<file path="src/rtl/super_i3_ctrl_pkg.sv">
// Shared constants and FSM state encoding for the super_i3 frame controller.
package super_i3_ctrl_pkg;

  localparam int cWORD_W      = 128;
  localparam int cDATA_WORDS  = 239;
  localparam int cCODE_WORDS  = 255;

  typedef enum logic [1:0] {
    IDLE   = 2'd0,
    DATA   = 2'd1,
    PARITY = 2'd2,
    FLUSH  = 2'd3
  } state_t;

endpackage

</file>
<file path="src/rtl/super_i3_frame_ctrl.sv">
// Frames 239 source words into 255-word code frames (parity slots zeroed for the
// encoder) and emits whole zero frames on a flush request.
module super_i3_frame_ctrl
  import super_i3_ctrl_pkg::*;
#(
  parameter int pFLUSH_FRAMES = 21,
  parameter int pCNT_W        = 16
) (
  input  logic               iclk,
  input  logic               ireset,
  input  logic               iclkena,
  input  logic               ival,
  input  logic [cWORD_W-1:0] idat,
  output logic               ordy,
  input  logic               iflush,
  output logic               oval,
  output logic               osop,
  output logic [cWORD_W-1:0] odat,
  output logic               obusy,
  output logic               oflush_done,
  output logic [pCNT_W-1:0]  ofrm_cnt
);

  localparam int              cFCNT_W     = $clog2(pFLUSH_FRAMES + 1);
  localparam logic [7:0]      cLAST_DATA  = 8'(cDATA_WORDS - 1);
  localparam logic [7:0]      cLAST_CODE  = 8'(cCODE_WORDS - 1);
  localparam logic [cFCNT_W-1:0] cLAST_FRAME = cFCNT_W'(pFLUSH_FRAMES - 1);

  state_t               r_state;
  logic [7:0]           r_widx;
  logic                 r_flush_pend;
  logic [cFCNT_W-1:0]   r_fcnt;
  logic                 r_done_arm;
  logic                 r_oval;
  logic                 r_osop;
  logic [cWORD_W-1:0]   r_odat;
  logic                 r_oflush_done;
  logic [pCNT_W-1:0]    r_frm_cnt;

  logic w_xfer;
  logic w_flush_req;
  logic w_code_end;

  assign ordy        = !ireset && ((r_state == IDLE) || (r_state == DATA));
  assign w_xfer      = ival & ordy & iclkena;
  // A flush request arriving this very cycle counts as pending for the decision.
  assign w_flush_req = r_flush_pend | (iflush & (r_state != FLUSH));
  assign w_code_end  = (r_widx == cLAST_CODE);

  assign oval        = r_oval;
  assign osop        = r_osop;
  assign odat        = r_odat;
  assign obusy       = (r_state != IDLE);
  assign oflush_done = r_oflush_done;
  assign ofrm_cnt    = r_frm_cnt;

  always_ff @(posedge iclk or posedge ireset) begin
    if (ireset) begin
      r_state       <= IDLE;
      r_widx        <= '0;
      r_flush_pend  <= 1'b0;
      r_fcnt        <= '0;
      r_done_arm    <= 1'b0;
      r_oval        <= 1'b0;
      r_osop        <= 1'b0;
      r_odat        <= '0;
      r_oflush_done <= 1'b0;
      r_frm_cnt     <= '0;
    end else if (iclkena) begin
      r_oval        <= 1'b0;
      r_osop        <= 1'b0;
      r_odat        <= '0;
      r_oflush_done <= r_done_arm;
      r_done_arm    <= 1'b0;
      if (iflush && (r_state != FLUSH)) begin
        r_flush_pend <= 1'b1;
      end

      case (r_state)
        // Word index 0 in DATA behaves exactly like IDLE, so both share this arm.
        IDLE, DATA: begin
          if (w_xfer) begin
            r_oval <= 1'b1;
            r_osop <= (r_widx == 8'd0);
            r_odat <= idat;
            r_widx <= r_widx + 8'd1;
            r_state <= (r_widx == cLAST_DATA) ? PARITY : DATA;
          end else if ((r_widx == 8'd0) && w_flush_req) begin
            r_state <= FLUSH;
            r_fcnt  <= '0;
          end
        end

        PARITY: begin
          r_oval <= 1'b1;
          if (w_code_end) begin
            r_widx    <= '0;
            r_fcnt    <= '0;
            r_frm_cnt <= r_frm_cnt + pCNT_W'(1);
            r_state   <= w_flush_req ? FLUSH : DATA;
          end else begin
            r_widx <= r_widx + 8'd1;
          end
        end

        FLUSH: begin
          r_oval <= 1'b1;
          r_osop <= (r_widx == 8'd0);
          if (w_code_end) begin
            r_widx <= '0;
            if (r_fcnt == cLAST_FRAME) begin
              r_fcnt       <= '0;
              r_state      <= IDLE;
              r_flush_pend <= 1'b0;
              r_done_arm   <= 1'b1;
            end else begin
              r_fcnt <= r_fcnt + cFCNT_W'(1);
            end
          end else begin
            r_widx <= r_widx + 8'd1;
          end
        end

        default: r_state <= IDLE;
      endcase
    end
  end

endmodule

</file>
<file path="config.mk">
export PLATFORM = sky130hd
export DESIGN_NAME = super_i3_frame_ctrl
export DESIGN_NICKNAME = d
export VERILOG_FILES = /design/src/rtl/super_i3_ctrl_pkg.sv /design/src/rtl/super_i3_frame_ctrl.sv
export SDC_FILE = /design/constraint.sdc
export NUM_CORES = 1
export LEC_CHECK = 0
export ABC_CLOCK_PERIOD_IN_PS = 10350
export CAP_MARGIN = 20
export CORE_ASPECT_RATIO = 1.4
export CORE_MARGIN = 4
export CORE_UTILIZATION = 45
export DETAILED_ROUTE_END_ITERATION = 10
export PLACE_DENSITY = 0.84
export SETUP_SLACK_MARGIN = 0.4
export SLEW_MARGIN = 15
export SYNTH_ARGS = -nofsm -noshare
export SYNTH_HDL_FRONTEND = slang
export SYNTH_SLANG_ARGS = --single-unit
</file>
<file path="constraint.sdc">
create_clock -name iclk -period 10.35 [get_ports iclk]
set_input_delay 2.07 -clock iclk [delete_from_list [all_inputs] [get_ports iclk]]
set_output_delay 2.07 -clock iclk [all_outputs]
set_load 0.03 [all_outputs]
</file>
---- Word level (Yosys, flattened, before mapping) ----
Cells that the tools add are included.
storage, ports and cells
  register bits after elaboration ......... 164
  output and inout bits ................... 149
cells by class
  add/subtract/negate cells ............... 3
  eq/ne operators ......................... 14
  muxes and demuxes ....................... 30
  bitwise operators ....................... 4
  reductions and logical operators ........ 14
operator list
  operator                 count
  $mux W128                2
  $mux W5                  5
  $add A16 B1 Y16 const B  1
  $eq A8 B8 Y1 const B     2
  $mux W8                  2
  $pmux W8 S2              1
  $pmux W5 S3              1
  $mux W2                  7
  $ne A2 B2 Y1 const B     7
  $reduce_and A5 Y1        2
  $mux W1                  9
  $add A8 B1 Y8 const B    1
  $logic_not A8 Y1         1
  $pmux W2 S3              1
  $add A5 B1 Y5 const B    1
  $eq A5 B5 Y1 const B     1
  $eq A2 B2 Y1 const B     2
  $pmux W1 S2              2
  $reduce_or A2 Y1         2
  $and A1 B1 Y1            3
  $logic_and A1 B1 Y1      3
  $ne A3 B3 Y1 const B     1
  $reduce_and A3 Y1        1
  $eq A2 B1 Y1 const B     1
  other kinds (6)          6

---- Logic depth before layout (Yosys ltp) ----
  depth after elaboration ................. 7
  mapped depth ............................ 7
  mapped depth without buffers ............ 7

---- Least setup slack after synthesis ----
Ideal clock, no wire load.
  path type ............................... input-to-output
  from .................................... input ireset
  to ...................................... output ordy
  arrival time ............................ 2.472 ns
  data required time ...................... 8.280 ns
  setup slack ............................. 5.808 ns
  stages on the path ...................... 1
  buffers on the path ..................... 0
  cells stage by stage .................... nor2_1
on the way
  word-level cells in the longest chain between the ends .. 2
RTL lines
  item                        RTL line                   RTL
  from (decl)                 super_i3_frame_ctrl.sv:10  input logic ireset,
  $logic_not A1 Y1 (no line)  n/a
  $logic_and A1 B1 Y1         super_i3_frame_ctrl.sv:44  assign ordy = !ireset && ((r_state == IDLE) || (r_state == DATA));
  to (decl)                   super_i3_frame_ctrl.sv:14  output logic ordy,
Every way passes these cells.

---- Final worst setup path ----
Same ends and word-level chain as after synthesis.

==> impl_results.html <==
<table>
<tr><th>Metric</th><th>Value</th></tr>
<tr><th colspan="2">Final layout</th></tr>
<tr><td>Net count reported at finish</td><td>1135</td></tr>
<tr><td>Number of standard cells in the layout, taps in and fillers out</td><td>1199</td></tr>
<tr><td>Reg area</td><td>4104 um^2</td></tr>
<tr><td>Top library cells by usage in the layout, fill and taps aside</td><td>280 x clkdlybuf4s50_1, 164 x dfrtp_1, 143 x nand2_1, 136 x inv_1, 79 x o21ai_0</td></tr>
<tr><td>Most common cell after layout, fill and taps aside</td><td>clkdlybuf4s50_1</td></tr>
<tr><td>Layout cells sized above 1</td><td>0.04757</td></tr>
<tr><td>Area added between synthesis and finish</td><td>51.79%</td></tr>
<tr><td>Final-layout fill cell count</td><td>1108</td></tr>
<tr><td>Area of the multi-input gates</td><td>2046 um^2</td></tr>
<tr><th colspan="2">Setup path</th></tr>
<tr><td>Reg2Reg Depth</td><td>5</td></tr>
<tr><td>Total buffers and inverters traversed by the critical path</td><td>2</td></tr>
<tr><td>R2R Setup Slk</td><td>7.82 ns</td></tr>
<tr><td>Launching instance or port of the critical path</td><td>ireset</td></tr>
<tr><td>Reg-to-reg startpoint</td><td>r_state[1]</td></tr>
<tr><td>Delay of the slowest cell on the worst path</td><td>0.68 ns</td></tr>
<tr><td>Critical Path Most Common Cell</td><td>clkdlybuf4s50_1</td></tr>
<tr><td>Setup Crit Path Kind</td><td>primary input to primary output</td></tr>
<tr><td>Biggest fanout along the worst timing path</td><td>3</td></tr>
<tr><td>Critical path destination</td><td>ordy</td></tr>
<tr><td>Max stage delay cell, worst path</td><td>clkdlybuf4s50_1</td></tr>
<tr><td>Data required time of the critical path</td><td>8.28 ns</td></tr>
<tr><td>Reg2Reg Capture Point</td><td>odat[76]</td></tr>
<tr><td>Type of origin of the critical path</td><td>primary input</td></tr>
<tr><td>CP arrival</td><td>3.37 ns</td></tr>
<tr><td>Logic depth of the worst path, buffers included</td><td>3</td></tr>
<tr><td>Worst-path cell chain</td><td>clkdlybuf4s50_1, nor2_1, clkdlybuf4s50_1</td></tr>
<tr><td>Kind of end point of the critical path</td><td>primary output</td></tr>
<tr><td>CP delay by family, top</td><td>buffers and inverters</td></tr>
<tr><th colspan="2">Power and ir drop</th></tr>
<tr><td>Maximum vdd ir drop</td><td>126.1 uV</td></tr>
<tr><td>Combinational Power Share</td><td>0.239</td></tr>
<tr><td>Static Leak</td><td>4.301 nW</td></tr>
<tr><td>Proportion of total power due to net switching</td><td>0.3231</td></tr>
<tr><td>Switching power total</td><td>573.6 uW</td></tr>
<tr><td>Clock share of power</td><td>0.331</td></tr>
<tr><td>Power density over the cells</td><td>172.0 nW/um^2</td></tr>
<tr><td>Internal power</td><td>1.202 mW</td></tr>
<tr><td>Register share of total power</td><td>0.430</td></tr>
<tr><th colspan="2">Placement</th></tr>
<tr><td>Inst Count DP</td><td>1165</td></tr>
<tr><td>Gp weighted congestion</td><td>0.8373</td></tr>
<tr><td>Half-perimeter wire length after detailed placement</td><td>14250 um</td></tr>
<tr><td>Number of I/O port buffers</td><td>281</td></tr>
<tr><th colspan="2">Clock tree</th></tr>
<tr><td>Total CTS buffers</td><td>17</td></tr>
<tr><td>Number of buffers on the longest clock path</td><td>2</td></tr>
<tr><td>TritonCTS clock tree</td><td>built</td></tr>
<tr><td>Clock root cell</td><td>clkbuf_16</td></tr>
<tr><td>Total number of H-tree levels</td><td>4</td></tr>
<tr><td>Clock latency on the worst-skew pair</td><td>0.41 ns</td></tr>
<tr><td>Number of sinks on the clock net</td><td>164</td></tr>
<tr><td>Resize count post-CTS</td><td>0</td></tr>
<tr><td>Clock transition at path regs</td><td>0.07 ns</td></tr>
<tr><td>Post-CTS setup buffers</td><td>0</td></tr>
<tr><td>Hold buffers post-CTS</td><td>0</td></tr>
<tr><th colspan="2">Synthesis</th></tr>
<tr><td>Area share of and/or/nand/nor cells after synthesis</td><td>0.1382</td></tr>
<tr><td>Number of warnings printed during yosys synthesis</td><td>0</td></tr>
<tr><td>Leading register cell type out of synthesis</td><td>dfrtp_1</td></tr>
<tr><td>Post-Synthesis Mean Instance Area</td><td>9.389 um^2</td></tr>
<tr><td>Sequential area share after synthesis</td><td>0.6037</td></tr>
<tr><td>Xor and xnor area share after synthesis</td><td>0.02319</td></tr>
<tr><td>Share of synthesized area spent on multiplexers</td><td>0.003313</td></tr>
<tr><td>Adder and majority cell fraction of the synthesized area</td><td>0.01104</td></tr>
<tr><td>Number of standard cells after synthesis</td><td>724</td></tr>
<tr><td>Synth Net Count</td><td>863</td></tr>
<tr><td>Count of different cell masters after synthesis</td><td>44</td></tr>
<tr><td>Compound-gate portion of the synthesized area</td><td>0.1248</td></tr>
<tr><td>Dominant combinational cell family by area after synthesis</td><td>simple AND/OR/NAND/NOR gates</td></tr>
<tr><td>Number of enable flip-flop cells after synthesis</td><td>0</td></tr>
<tr><td>Share of synthesized registers carrying an async set or reset</td><td>1.000</td></tr>
<tr><td>Register bit total from synthesis</td><td>164</td></tr>
<tr><td>Netlist Area Pre-Place</td><td>6798 um^2</td></tr>
<tr><th colspan="2">Route</th></tr>
<tr><td>First-pass iteration count of the detailed router</td><td>4</td></tr>
<tr><td>Vias</td><td>5802</td></tr>
<tr><td>Ratio of routed vias to standard cells</td><td>4.839</td></tr>
<tr><td>Average routed wire per standard cell</td><td>16.49 um</td></tr>
<tr><td>Initial detailed-routing violation count</td><td>334</td></tr>
<tr><td>Antenna violation net count after detailed routing</td><td>0</td></tr>
<tr><td>Detailed Route WL</td><td>19770 um</td></tr>
<tr><td>Post-route DRC violation count</td><td>0</td></tr>
<tr><th colspan="2">Floorplanning</th></tr>
<tr><td>Number of top-level design ports</td><td>282</td></tr>
<tr><td>Overall die area</td><td>17160 um^2</td></tr>
<tr><td>Placeable core region</td><td>14640 um^2</td></tr>
<tr><td>Initial core utilization</td><td>0.4644</td></tr>
<tr><td>DIE HEIGHT</td><td>153.4 um</td></tr>
<tr><td>Die extent in x</td><td>111.9 um</td></tr>
<tr><td>Placement Rows</td><td>52</td></tr>
<tr><th colspan="2">Run</th></tr>
<tr><td>Number of maximum-capacitance constraint violations</td><td>0</td></tr>
<tr><th colspan="2">Global routing</th></tr>
<tr><td>Gr usage total</td><td>0.2305</td></tr>
<tr><td>Final global-route overflow total</td><td>0</td></tr>
<tr><td>Global-route wire length before repair</td><td>31530 um</td></tr>
<tr><td>Maximum number of pins on one net before global-route repair</td><td>89</td></tr>
<tr><td>Via count of the first global-routing pass</td><td>5915</td></tr>
<tr><td>Initial antenna violation count</td><td>1</td></tr>
<tr><th colspan="2">Timing</th></tr>
<tr><td>Normalized max-slew margin</td><td>0.4373</td></tr>
<tr><td>Total count of max-transition violations in the final report</td><td>0</td></tr>
<tr><td>Portion of the clock cycle consumed by the worst path in the final layout</td><td>0.5260</td></tr>
<tr><td>Actual slew at the worst max-slew pin</td><td>0.8441 ns</td></tr>
<tr><td>Min Tclk post-route</td><td>5.444 ns</td></tr>
<tr><td>Final sum of negative setup slack</td><td>0 ns</td></tr>
<tr><td>Final setup vio count</td><td>0</td></tr>
<tr><td>Worst Skew</td><td>0.01236 ns</td></tr>
<tr><td>Max Freq</td><td>183.7 MHz</td></tr>
<tr><td>Setup repair after global routing missed its margin</td><td>false</td></tr>
<tr><td>Final-report hold violation count</td><td>0</td></tr>
<tr><th colspan="2">Worst hold path</th></tr>
<tr><td>Worst hold-check path type</td><td>register to register</td></tr>
<tr><td>Startpoint of the most critical hold path</td><td>ofrm_cnt[15]</td></tr>
<tr><td>Hold Path Stages</td><td>1</td></tr>
<tr><th colspan="2">Status</th></tr>
<tr><td>Outcome</td><td>finished clean</td></tr>
</table>
[cell families (layout without fill, tap and decap cells)]
family / after synthesis / count (layout)
xor gates and xnor gates: 18 / 18
muxes: 2 / 2
AOI/OAI and AO/OA: 159 / 159
DFF: 164 / 164
and+or+nand+nor: 206 / 206
other: 0 / 1
adders and majority gates: 6 / 6
buffers and inverters: 169 / 454
[routing by layer]
layer  track usage  up-vias  part of all wire
met4       0.08348        0             0.028
met5             0        -                 0
met1        0.2786     2737              0.39
met3       0.05261       34             0.063
met2        0.4017      211              0.52
li1              -     2820                 -
[synthesized netlist by cell type, types with 2 or more instances]
library cell,count,area share
nand3_1,15,0.011
nand2b_1,2,0.0018
nor2_1,13,0.0072
inv_1,137,0.076
buf_2,13,0.0096
o31ai_2,2,0.0037
and2_1,2,0.0018
nor4_1,2,0.0018
xor2_1,5,0.0064
o21ai_1,61,0.045
xnor2_1,13,0.017
dfrtp_1,164,0.60
o211ai_1,2,0.0022
o21ai_0,79,0.058
nor2b_1,5,0.0046
nand3b_1,2,0.0022
and3_1,3,0.0028
ha_1,6,0.011
clkbuf_1,19,0.010
and4b_1,2,0.0029
a31oi_1,2,0.0018
nand2_1,143,0.079
o31ai_1,2,0.0022
nand4_1,4,0.0037
nor3_1,4,0.0029
a21oi_1,4,0.0029
[worst min-delay path by stage]
stage,to
after floorplan,r_fcnt[4]
after global placement,ofrm_cnt[15]
after detailed placement,ofrm_cnt[15]
after CTS,ofrm_cnt[15]
after global routing,ofrm_cnt[15]
final,ofrm_cnt[15]
[per-stage QoR]
| step | util | total power [mW] | instance area (um^2) | setup WS [ns] | hold WS [ns] |
|---|---|---|---|---|---|
| finish | 0.7049 | 1.775 | 10320 | 4.906 | 0.4699 |
| global route | 0.7049 | 1.862 | 10320 | 4.862 | 0.4967 |
| CTS | 0.7028 | 1.793 | 10290 | 4.897 | 0.4754 |
| detailed placement | 0.6652 | 1.200 | 9738 | 4.906 | 0.4656 |
| global placement | 0.6652 | 1.187 | 9738 | 4.889 | 0.4590 |
| floorplan | - | 0.9993 | 6798 | 3.847 | 0.4540 |
[power by group through the flow]
| stage | Combinational, mW | Sequential [mW] | Clock (mW) |
|---|---|---|---|
| after floorplan | 0.146 | 0.853 | 0 |
| after global placement | 0.415 | 0.772 | 0 |
| after detailed placement | 0.425 | 0.775 | 0 |
| after CTS | 0.427 | 0.764 | 0.602 |
| after global routing | 0.456 | 0.775 | 0.631 |
| final | 0.423 | 0.764 | 0.588 |
[sequential cells by signal (all words and copies together) (netlist names)]
name and cells:
odat 128, ofrm_cnt 16, r_widx 8, r_fcnt 5, r_state 2, oflush_done 1
osop 1, oval 1, r_done_arm 1, r_flush_pend 1
[layout make-up]
type / instances / area share
inverters: 137 / 0.05032
diodes: 1 / 0.0002425
clock inverters: 13 / 0.01140
repair buffers: 285 / 0.2772
clock buffers: 19 / 0.04195
flip-flops and latches: 164 / 0.3977
well taps: 189 / 0.02292
multi-input cells: 391 / 0.1983
No activity file was read; power rests on OpenSTA's default activity.
==> patch 1: new RTL, same settings <==
Set the parameter `pFLUSH_FRAMES` to 42 (it was 21).
--- a/src/rtl/super_i3_frame_ctrl.sv
+++ b/src/rtl/super_i3_frame_ctrl.sv
@@ -5,3 +5,3 @@
 #(
-  parameter int pFLUSH_FRAMES = 21,
+  parameter int pFLUSH_FRAMES = 42,
   parameter int pCNT_W        = 16
Formal check against the unedited RTL: no difference found for any inputs over 4 cycles, from zero or initial values and one cycle with ireset high; that may be too few to reach the edited logic, so the function may still have changed.
==> patch 1 against the unedited design <==
- area after synthesis is 1.7% higher
- cell area is 1.2% higher
- synthesized cell count up 1.8%
- sequential cell count is 1 higher
- worst hold slack improved by 3.5 ps
- routed wire length shrank 0.23%
- worst setup slack got worse by 40 ps
- first-iteration DRC count grew 29%
- maximum frequency is 0.73% lower
- highest routed layer unchanged
Power is not compared: it rests on default switching activity, and its combinational part moved more than twofold at a synthesized area within 25%.
==> patch 1: results (changes against the unedited design) <==
DP Cell Count: 1181 (+1.4%)
Min-delay worst type: flip-flop to flip-flop
Final WL: 19730 um (-0.23%)
IR drop worst, VDD: 0.1016 mV
CP Max Fanout: 3 (unchanged)
Via count: 5882 (+1.4%)
Sw Ratio: 22.78%
Initial DRC Count: 432 (+29%)
First-pass DRT Iterations: 5 (+1)
Worst Skew: 7.074 ps (-5.291 ps)
Reg2reg start: r_state[1]
HPWL after DPL: 13930 um (-2.2%)
Post-layout nets: 1147 (+1.1%)
CTS resizes: 0 (unchanged)
Initial antenna violation count: 0 (-1)
R2r endpoint: r_state[0]
Hold Path Depth: 1 (unchanged)
Hold EP: ofrm_cnt[15]
Post-CTS Repair Setup Buffers: 0 (unchanged)
Clock Latency Late Sink: 400 ps
RD Place Congestion: 0.8235 (-1.6%)
Num CTS Buffers: 17 (unchanged)
Worst Reg-to-Reg Cells: 6 (+1)
Avg Inst Size Synth: 9.385 sq um (about the same)
Status: finished, final reports clean
CP max stage cell: clkdlybuf4s50_1
Rel. slew slack: 36.52% (-7.2 points)
Clk slew on worst S/H paths: 70 ps (about the same)
Yosys warnings: 0 (unchanged)
Overall Global Routing Usage: 22.64% (-0.41 points)
Cell family with most CP delay: buffers and inverters
Routed len/inst: 16.29 um (-1.2%)
CTS max path bufs: 2 (unchanged)
Hold Startpoint: ofrm_cnt[15]
DP Worst Slack: 4876 ps (-30.38 ps)
Largest net degree at the start of global routing: 91 (+2.2%)
Top cells by count, synth: dfrtp_1, nand2_1, o21ai_0
FF-to-FF setup slack: 7670 ps (-150 ps)
Synth area leaders: dfrtp_1, o21ai_0, nand2_1
Crit-path max cell delay: 680 ps (about the same)
IO Port Bufs: 281 (unchanged)
N_diodes: 0 (-1)
Root Buffer: clkbuf_16
Sequential fraction of the synthesis area: 59.70% (-0.68 points)
Fraction of layout cells with a size suffix above 1: 5.496% (+0.74 points)
First-pass GRT wire length: 31170 um (-1.1%)
Final Hold Fails: 0 (unchanged)
H-tree Lvls: 4 (unchanged)
Netlist cell types: 46 (+4.5%)
Max reg flops: 128 (unchanged)
Async set-reset flop share out of synthesis: 100.0% (unchanged)
Leak Pwr: 4.292 nW
Syn nets: 876 (+1.5%)
Worst EP arrival: 3410 ps (+40 ps)
-- patch 1: cell count changes after synthesis, sizes merged, moves of 3 or more --
| cell | change |
|---|---|
| and3 | +3 |
| nand2 | +7 |
| o21ai | +7 |
| nor2 | +3 |
| and4 | +3 |
| nor4 | -3 |
-- patch 1: cell families (layout without fill, tap and decap cells) --
kind of cell	Yosys count	after routing	synth area share (%)
compound gates	162	162	12.63
xor+xnor	19	19	2.406
fa+ha+maj	6	6	1.085
buf+inv	168	450	9.714
flops	165	165	59.70
mux	4	4	0.6512
simple gates	213	213	13.82
-- patch 1: final cells by class --
cell class / count / area [sq um]
fill: 1137 / 4616
sequential: 165 / 4129
timing repair buffer: 284 / 2833
multi-input combinational: 404 / 2121
inverter: 136 / 515.5
clock buffer: 17 / 425.4
tap: 192 / 240.2
clock inverter: 13 / 173.9
-- patch 1: through the flow --
stage                     area (sq um)  hold slack [ps]
after floorplan                   6917            471.2
after global placement            9838            460.5
after detailed placement          9838            463.0
after CTS                        10440            476.8
after global routing             10440            512.0
final                            10440            473.5
-- patch 1: power by group through the flow --
| stage | logic, W | clock network, W | registers [W] |
|---|---|---|---|
| global route | 0.000114 | 0.000690 | 0.000671 |
| CTS | 0.000103 | 0.000659 | 0.000670 |
| global placement | 0.000101 | 0 | 0.000682 |
| floorplan | 0.0000415 | 0 | 0.000679 |
| detailed placement | 0.000103 | 0 | 0.000682 |
| finish | 0.000102 | 0.000647 | 0.000671 |
-- patch 1: how the worst max path moves through the flow --
stage	slack, ps	endpoint	startpoint
global route	4770	ordy	ireset
finish	4870	ordy	ireset
detailed placement	4880	ordy	ireset
global placement	4890	ordy	ireset
CTS	4860	ordy	ireset
floorplan	3820	odat[0]	ireset
-- patch 1: layer usage --
metal	vias to the layer above	track usage [%]	part of all wire (%)
met2	213	40.59	53
met5	-	0	0
met1	2794	27.08	39
met3	27	4.814	6.0
met4	0	6.987	2.1
li1	2848	-	-
==> patch 2: new RTL, same flow settings <==
Without the edit above. Register the output `ofrm_cnt` once more; this adds one clock of latency there. The other outputs are not delayed to match.
--- a/src/rtl/super_i3_frame_ctrl.sv
+++ b/src/rtl/super_i3_frame_ctrl.sv
@@ -54,3 +54,5 @@
   assign oflush_done = r_oflush_done;
-  assign ofrm_cnt    = r_frm_cnt;
+  always_ff @(posedge iclk) begin
+    ofrm_cnt <= r_frm_cnt;
+  end
 
Check against the original RTL: same outputs for any inputs over 4 cycles, from zero or initial values and one cycle with ireset high; that may be too few to reach the edited logic, so the function may still have changed.
==> patch 2 against the unedited design <==
- cell area down 1.8%
- clock power up 5.8%
- area after synthesis down 2.9%
- sequential cell count up 16
- worst setup slack worse by 71 ps
- first-iteration DRC count down 27%
- routed wire length down 2.4%
- count of clock-buffer cells in the layout down 1
- clock skew down 3.3 ps
- worst hold slack worse by 64 ps
- synthesized cell count down 33%
- power up 2.6%
- critical path type unchanged
- largest cell class unchanged
- highest routed layer unchanged
==> patch 2: results (changes against the unedited design) <==
Top cells by count, synth: dfrtp_1, a22o_1, clkbuf_1
Post-Synth Adder-Cell Area: 1.137% (+0.033 points)
RD Place Congestion: 0.8060 (-3.7%)
Initial antenna violation count: 0 (-1)
Fraction of layout cells with a size suffix above 1: 5.570% (+0.81 points)
Overall Global Routing Usage: 22.85% (-0.20 points)
N_diodes: 0 (-1)
Finished Core Util: 70.17% (-0.32 points)
DP Worst Slack: 4839 ps (-67.58 ps)
Syn nets: 626 (-27%)
Buffering overhead: 28.05% (+0.33 points)
Clk cell area share: 5.630% (+0.29 points)
Global-route met2 utilization: 40.25% (+0.083 points)
Filler cell count: 1016 (-8.3%)
Number of global-route vias before repair: 5421 (-8.4%)
CLK BUF: 18 (-1)
Worst Skew: 9.054 ps (-3.311 ps)
Final Non-Filler Cells: 961 (-20%)
Avg Inst Size Synth: 13.55 sq um (+44%)
Met1 track demand over resource: 25.48% (-2.4 points)
Worst EP arrival: 3440 ps (+70 ps)
Sequential fraction of the synthesis area: 67.03% (+6.7 points)
Placed inst area: 0.009564 sq mm (-1.8%)
Final WL: 19300 um (-2.4%)
First-pass GRT wire length: 28970 um (-8.1%)
HPWL after DPL: 13990 um (-1.8%)
Largest net degree at the start of global routing: 90 (+1.1%)
IR drop worst, VDD: 0.08485 mV (-33%)
Clock Sink Count: 180 (+9.8%)
Status: finished, final reports clean
Syn Std Cell Area: 0.006600 sq mm (-2.9%)
Async set-reset flop share out of synthesis: 91.11% (-8.9 points)
Leak Pwr: 4.504 nW (+4.7%)
Clock Latency Late Sink: 420 ps
WL met1: 6998 um (-9.8%)
Met3 wire length: 1287 um (+3.9%)
Rel. slew slack: 37.56% (-6.2 points)
Synth area leaders: dfrtp_1, a22o_1, dfxtp_1
Post-layout nets: 898 (-21%)
IO Port Bufs: 281 (unchanged)
Multi-input gate share of total cell area: 19.96% (+0.14 points)
Routed length on met2: 10230 um (about the same)
Clk slew on worst S/H paths: 70 ps (about the same)
Post-CTS Repair Setup Buffers: 0 (unchanged)
Signal inverters: 8 (-94%)
Post-synthesis xor/xnor area fraction: 2.389% (+0.069 points)
Mux contribution to synthesized area: 0.3412% (+0.0099 points)
Sequential share of cell area: 43.65% (+3.9 points)
Met3 usage: 5.970% (+0.71 points)
Synth Area in Compound Gates: 19.85% (+7.4 points)
DP Cell Count: 929 (-20%)
==> patch 2: cell types whose count changed in the layout (fill, tap and decap cells not counted), sizes merged, moves of 3 or more <==
cell and delta:
a21o +3, a22o +128, and3 +4, dfxtp +16, inv -128, nand2 -129, nand3 -3, nand4 +5
nor2 +4, o21ai -128, xnor2 -3, xor2 +3
==> patch 2: worst paths after layout <==
path | startpoint | to | slack, ps | cells after the start
setup / recovery | ireset | ordy | 4840 | 3
min in group asynchronous | ireset | r_frm_cnt[3] | 2270 | 2
hold reg to reg | r_frm_cnt[15] | ofrm_cnt[15] | 410 | 0
setup reg to reg | r_state[1] | odat[27] | 7760 | 4
hold / removal | r_frm_cnt[15] | ofrm_cnt[15] | 410 | 0
max in group asynchronous | ireset | odat[16] | 6640 | 3
==> patch 2: power by group <==
group | switching, W | internal [W]
Sequential | 0.0000572 | 0.000761
Combinational | 0.000205 | 0.000175
Clock | 0.000283 | 0.000340
Total | 0.000545 | 0.00128
